### src/rtl/swizzle_pkg.sv
// Shared types and constants for the swizzle_pipe bit-permutation unit.
package swizzle_pkg;

    // Runtime permutation select; encoding matches the in_mode port.
    typedef enum logic [1:0] {
        SWZ_BITREV,
        SWZ_GRPREV,
        SWZ_ROTL,
        SWZ_PASS
    } swz_mode_e;

    // Width of the completed-transaction counter.
    localparam int COUNT_W = 16;

endpackage

### src/rtl/swizzle_perm.sv
// Purely combinational bit permutation: bit reverse, group reverse,
// rotate-left (amount reduced mod WIDTH) or pass-through.
module swizzle_perm
    import swizzle_pkg::*;
#(
    parameter int WIDTH = 8,
    parameter int GROUP = 4,
    parameter int AMT_W = $clog2(WIDTH)
) (
    input  logic [WIDTH-1:0] data,
    input  swz_mode_e        mode,
    input  logic [AMT_W-1:0] amt,
    output logic [WIDTH-1:0] result
);

    localparam int NGRP = WIDTH / GROUP;

    genvar gi;

    // Reject configurations the permutations are not defined for.
    generate
        if (WIDTH < 2) begin : g_bad_width
            $error("swizzle_perm: WIDTH must be >= 2");
        end
        if ((GROUP < 1) || (WIDTH % GROUP != 0)) begin : g_bad_group
            $error("swizzle_perm: WIDTH must be a multiple of GROUP");
        end
    endgenerate

    logic [WIDTH-1:0]   rev_w;
    logic [WIDTH-1:0]   grp_w;
    logic [WIDTH-1:0]   rot_w;
    logic [31:0]        amt_ext;
    logic [31:0]        eff_amt;
    logic [2*WIDTH-1:0] rot_ext;

    // Bit reverse and group reverse are pure wiring.
    generate
        for (gi = 0; gi < WIDTH; gi++) begin : g_bit
            assign rev_w[gi] = data[WIDTH-1-gi];
            assign grp_w[gi] = data[(NGRP-1-(gi/GROUP))*GROUP + (gi%GROUP)];
        end
    endgenerate

    // Rotate: shift a doubled copy and keep the upper half; the modulo
    // handles amounts >= WIDTH when WIDTH is not a power of two.
    always_comb begin
        amt_ext = {{(32-AMT_W){1'b0}}, amt};
        eff_amt = amt_ext % WIDTH;
        rot_ext = {data, data} << eff_amt;
        rot_w   = rot_ext[2*WIDTH-1:WIDTH];
    end

    // Select the requested permutation.
    always_comb begin
        result = data;
        unique case (mode)
            SWZ_BITREV: result = rev_w;
            SWZ_GRPREV: result = grp_w;
            SWZ_ROTL:   result = rot_w;
            SWZ_PASS:   result = data;
            default:    result = data;
        endcase
    end

endmodule

### src/rtl/swizzle_pipe.sv
// Pipelined bit-permutation unit with valid/ready flow control and a
// completed-output counter. Optional feature macro SWIZZLE_PIPE_PARITY_EN
// adds an out_parity port carried alongside the data.
module swizzle_pipe
    import swizzle_pkg::*;
#(
    parameter int WIDTH  = 8,
    parameter int GROUP  = 4,
    parameter int STAGES = 2,
    parameter int AMT_W  = $clog2(WIDTH)
) (
    input  logic               clock,
    input  logic               reset,
    input  logic               in_valid,
    output logic               in_ready,
    input  logic [WIDTH-1:0]   in_data,
    input  logic [1:0]         in_mode,
    input  logic [AMT_W-1:0]   in_amt,
    output logic               out_valid,
    input  logic               out_ready,
    output logic [WIDTH-1:0]   out_data,
`ifdef SWIZZLE_PIPE_PARITY_EN
    output logic               out_parity,
`endif
    output logic [COUNT_W-1:0] out_count
);

    genvar gi;

    generate
        if (STAGES < 1) begin : g_bad_stages
            $error("swizzle_pipe: STAGES must be >= 1");
        end
    endgenerate

    logic [WIDTH-1:0]   perm_w;
    logic [STAGES-1:0]  stage_valid;
    logic [WIDTH-1:0]   stage_data [STAGES];
    logic [STAGES-1:0]  advance;
    logic               out_fire;
    logic [COUNT_W-1:0] count_q;
    logic [COUNT_W-1:0] count_d;
`ifdef SWIZZLE_PIPE_PARITY_EN
    logic [STAGES-1:0]  stage_par;
`endif

    swizzle_perm #(
        .WIDTH (WIDTH),
        .GROUP (GROUP),
        .AMT_W (AMT_W)
    ) u_perm (
        .data   (in_data),
        .mode   (swz_mode_e'(in_mode)),
        .amt    (in_amt),
        .result (perm_w)
    );

    // A stage may advance if out_ready is high or any stage from it to the
    // tail is empty (closed form of the empty-or-next-advances chain).
    always_comb begin : p_advance
        logic full_tail;
        full_tail = 1'b1;
        advance   = '0;
        for (int s = STAGES - 1; s >= 0; s--) begin
            full_tail  = full_tail & stage_valid[s];
            advance[s] = out_ready | ~full_tail;
        end
    end

    assign in_ready  = advance[0];
    assign out_valid = stage_valid[STAGES-1];
    assign out_data  = stage_data[STAGES-1];
    assign out_fire  = out_valid & out_ready;

    generate
        for (gi = 0; gi < STAGES; gi++) begin : g_stage
            logic             src_valid;
            logic [WIDTH-1:0] src_data;
            logic             valid_q;
            logic             valid_d;
            logic [WIDTH-1:0] data_q;
            logic [WIDTH-1:0] data_d;
`ifdef SWIZZLE_PIPE_PARITY_EN
            logic             src_par;
            logic             par_q;
            logic             par_d;
`endif

            if (gi == 0) begin : g_src_head
                assign src_valid = in_valid;
                assign src_data  = perm_w;
`ifdef SWIZZLE_PIPE_PARITY_EN
                assign src_par   = ^in_data;
`endif
            end else begin : g_src_body
                assign src_valid = stage_valid[gi-1];
                assign src_data  = stage_data[gi-1];
`ifdef SWIZZLE_PIPE_PARITY_EN
                assign src_par   = stage_par[gi-1];
`endif
            end

            // On advance take the upstream beat (or bubble); data only
            // loads with a valid beat so the register holds otherwise.
            always_comb begin
                valid_d = valid_q;
                data_d  = data_q;
`ifdef SWIZZLE_PIPE_PARITY_EN
                par_d   = par_q;
`endif
                if (advance[gi]) begin
                    valid_d = src_valid;
                    if (src_valid) begin
                        data_d = src_data;
`ifdef SWIZZLE_PIPE_PARITY_EN
                        par_d  = src_par;
`endif
                    end
                end
            end

            // Stage register; reset clears valid and payload.
            always_ff @(posedge clock) begin
                if (reset) begin
                    valid_q <= 1'b0;
                    data_q  <= '0;
`ifdef SWIZZLE_PIPE_PARITY_EN
                    par_q   <= 1'b0;
`endif
                end else begin
                    valid_q <= valid_d;
                    data_q  <= data_d;
`ifdef SWIZZLE_PIPE_PARITY_EN
                    par_q   <= par_d;
`endif
                end
            end

            assign stage_valid[gi] = valid_q;
            assign stage_data[gi]  = data_q;
`ifdef SWIZZLE_PIPE_PARITY_EN
            assign stage_par[gi]   = par_q;
`endif
        end
    endgenerate

    // Count completed output handshakes; wraps naturally.
    always_comb begin
        count_d = count_q + {{(COUNT_W-1){1'b0}}, out_fire};
    end

    // Counter register.
    always_ff @(posedge clock) begin
        if (reset) begin
            count_q <= '0;
        end else begin
            count_q <= count_d;
        end
    end

    assign out_count = count_q;

`ifdef SWIZZLE_PIPE_PARITY_EN
    assign out_parity = stage_par[STAGES-1];

    // Every mode is a permutation, so data parity must match the carried bit.
    a_parity : assert property (@(posedge clock) disable iff (reset)
        (^out_data) == out_parity);
`endif

endmodule

### config.mk
export PLATFORM = sky130hd
export DESIGN_NAME = swizzle_pipe
export DESIGN_NICKNAME = d
export VERILOG_FILES = /design/src/rtl/swizzle_pkg.sv /design/src/rtl/swizzle_perm.sv /design/src/rtl/swizzle_pipe.sv
export SDC_FILE = /design/constraint.sdc
export NUM_CORES = 1
export LEC_CHECK = 0
export ABC_AREA = 1
export BUFFER_PORTS_ARGS = -buffer_cell sky130_fd_sc_hd__clkbuf_2
export CAP_MARGIN = 25
export CORE_MARGIN = 2
export CORE_UTILIZATION = 30
export CTS_BUF_LIST = sky130_fd_sc_hd__clkbuf_2 sky130_fd_sc_hd__clkbuf_4 sky130_fd_sc_hd__clkbuf_8
export CTS_CLUSTER_SIZE = 40
export DETAILED_ROUTE_END_ITERATION = 10
export PLACE_DENSITY_LB_ADDON = 0.3
export SLEW_MARGIN = 20
export SYNTH_ARGS = -nofsm -noshare
export SYNTH_HDL_FRONTEND = slang
export SYNTH_SLANG_ARGS = --single-unit
### constraint.sdc
create_clock -name clock -period 1.95 [get_ports clock]
set_input_delay 0.0975 -clock clock [delete_from_list [all_inputs] [get_ports clock]]
set_output_delay 0.0975 -clock clock [all_outputs]
set_load 0.01 [all_outputs]
==> summary.txt <==
Clocking
  – Clock Root Buffer: clkbuf_8
  – Clock tree sinks: 34
  – Cells resized by post-CTS repair: 0
  – Clk_lat worst skew: 280 ps
  – Clock Path Buffers: 2
  – Cts bufs inserted: 5
  – H-tree levels: 2
  – Post-CTS Setup Inserts: 0
  – Hold Buf Count CTS: 0
  – CTS tree: built
  – Reg clk slew, reported paths: 60 ps

Drt
  – DR WL/cell: 11.08 µm
  – Via count: 2033
  – DRC errors left: 0
  – Vias per inst: 4.784
  – Total Wirelength: 4.711 mm
  – DRT Pass-1 Iters: 4
  – 1st-iter DRT viols: 75
  – Number of routed nets with antenna violations: 0

Timing
  – Setup TNS Final: 0 ps
  – Fin crit share: 88.47%
  – Slew Limit Headroom: 70.51%
  – Least-Margin Pin Slew: 438.9 ps
  – Minimum clock period: 1725 ps
  – Slew Limit Fails: 0
  – RSZ-0062 raised after global routing: false
  – Fin. Hold Viols: 0
  – Peak Freq: 579.6 MHz
  – Clock skew: 6.222 ps
  – Final Worst Setup Slack: 224.7 ps
  – Endpoints failing setup: 0

Synth
  – Total number of yosys warnings: 0
  – Synth Net Count: 324
  – Largest area contributor in the netlist: dfxtp_1
  – Syn Inst Count: 305
  – Register bit count reported by yosys: 34
  – Area fraction in and, or, nand and nor cells after synthesis: 39.37%
  – Synth Area in XOR/XNOR: 0.8889%
  – Top cell type's share of synthesized area: 34.54%
  – Sequential share of the synthesized area: 34.54%
  – Synth Area in Compound Gates: 15.17%
  – Area contributors post-synth: dfxtp_1 35%, nand2_1 15%, nand3_1 9.9%
  – Post-synthesis cell type count: 27
  – Largest family of logic cells by synthesized area: simple AND/OR/NAND/NOR gates
  – Post-Synth Adder-Cell Area: 1.270%
  – Mux cell area share after synthesis: 0%
  – Avg Inst Size Synth: 6.461 µm²
  – Post-Synthesis Cell Area: 1971 µm²

Status
  – Status: completed

Global routing
  – GRT Util Overall: 13.41%
  – Pin count of the biggest net entering global routing: 19
  – Initial antenna violation count: 0
  – Total congestion overflow: 0
  – Vias in the first global route: 1860
  – Global-route wire length before repair: 8.204 mm

Floorplan
  – Initial Util: 31.03%
  – Top Ports: 43
  – DIE AREA: 7234 µm²
  – Die H: 85.05 µm
  – Core area: 6350 µm²
  – Die width: 85.05 µm
  – Cell row count: 29

Min path
  – Hold Path Depth: 4
  – Hold Path Class: in2reg
  – Worst Hold Launch: out_ready
  – Min-Delay Endpoint: out_valid

Placement
  – Post-Place Worst Slack: 240.6 ps
  – PortBufs: 42
  – Post-Place Cells: 418
  – Final GP Congestion: 0.8699
  – Post-DP HPWL: 3.661 mm

Layout
  – Layout cells sized above 1: 22.41%
  – Leading cell type in the layout, fill and taps excluded: nand2_1
  – Fill count: 683
  – Post-Layout Cell Count: 425
  – Synth-to-layout area growth: 18.48%
  – Commonest cells after routing, fill and taps aside: 77 x nand2_1, 42 x clkbuf_2, 39 x nand3_1, 34 x dfxtp_1, 32 x inv_1
  – Diodes inserted: 0
  – Layout Nets: 367

Power
  – Power density over the cells: 637.1 nW/µm²
  – Peak VDD IR: 0.0004416 V
  – P_leak: 1.073 nW

Critical path
  – CP endpoint kind: flip-flop
  – Reg2reg end: out_count[12]
  – Crit path max fanout: 5
  – Worst Reg2Reg Path Length in Cells: 11
  – Type of origin of the critical path: flip-flop
  – Reg-to-reg slack, setup: 220 ps
  – WP buf/inv: 1
  – CP max stage cell: dfxtp_1
  – WP data arrival: 1900 ps
  – WP data required: 2120 ps
  – Delay-heaviest family, CP: simple AND/OR/NAND/NOR gates
  – CP Class: reg2reg
  – Cell chain of the critical path: nand2_1 > inv_1 > ha_1 > ha_1 > nand2_2 > nor2_4 > nand3_4 > nor3_2 > nand2_1 > o21ai_1 > nor2_1
  – Reg-to-reg startpoint: out_valid
  – Max incr delay on CP: 360 ps
  – Cell depth of the worst setup path: 11

Job
  – Max Cap Viol: 0
==> per-stage QoR <==
step | util (%) | cell area, µm² | power (mW) | hold slack [ps]
3_3_place_gp | 35.45 | 2251 | 0.9905 | 414.1
6_report | 36.77 | 2335 | 1.488 | 139.1
4_1_cts | 36.77 | 2335 | 1.500 | 140.0
5_1_grt | 36.77 | 2335 | 1.562 | 160.3
2_1_floorplan | - | 1971 | 0.9178 | 294.5
3_5_place_dp | 35.45 | 2251 | 0.9934 | 433.7
==> flip-flops by register name (all words and copies together) (netlist names) <==
name             count
out_valid            1
g_stage.data_q       8
out_count           16
out_data             8
g_stage.valid_q      1
==> cells by family (layout without fill, tap and decap cells) <==
logic type,Yosys count,count (layout)
DFF,34,34
and+or+nand+nor,170,170
adders and majority gates,2,2
buffers and inverters,45,88
AOI/OAI and AO/OA,52,52
xor gates and xnor gates,2,2
==> how the worst max path moves through the flow <==
stage / from / end / slack, ps
2_1_floorplan: out_valid / out_count[12] / 350
3_3_place_gp: out_valid / out_count[12] / 300
3_5_place_dp: out_valid / out_count[12] / 240
4_1_cts: out_valid / out_count[12] / 220
5_1_grt: out_valid / out_count[12] / 20
6_report: out_valid / out_count[12] / 220
==> where the power goes <==
group / switching (mW) / leakage [nW] / internal [mW]
combinational: 0.157 / 0.750 / 0.0854
sequential: 0.0138 / 0.277 / 0.723
clock: 0.235 / 0.0452 / 0.273
total: 0.406 / 1.07 / 1.08
==> worst reg2reg max path: cells and delay by family (launching register included) <==
family          cells  cell delay (ps)
simple gates        7              730
flops               1              360
fa+ha+maj           2              350
buf+inv             1               50
compound gates      1              130
==> cell usage after synthesis, drive strengths merged <==
master / number
a211oi: 1
a21oi: 20
buf: 5
clkbuf: 1
dfxtp: 34
ha: 2
inv: 39
nand2: 80
nand3: 40
nand4: 3
nor2: 39
nor3: 6
o211ai: 3
o21a: 1
o21ai: 27
or2: 2
xnor2: 2
==> layout make-up <==
cell class                      count  area [µm²]  share of cell area (%)
Multi-Input combinational cell    226        1117                   47.86
Inverter                           39       146.4                   6.270
Clock buffer                        7       83.83                   3.591
Sequential cell                    34       680.7                   29.15
Tap cell                           77       96.34                   4.126
Timing Repair Buffer               42       210.2                   9.003
==> layer usage <==
layer  GRT usage (%)  routed length (µm)  vias to the layer above
li1                -                   -                     1073
met1           19.24                2374                      891
met2           20.24                2029                       65
met3           2.529                 261                        4
met4           4.329                  46                        0
met5               0                   0                        -
Note: power is estimated with default switching activity, not from simulation.
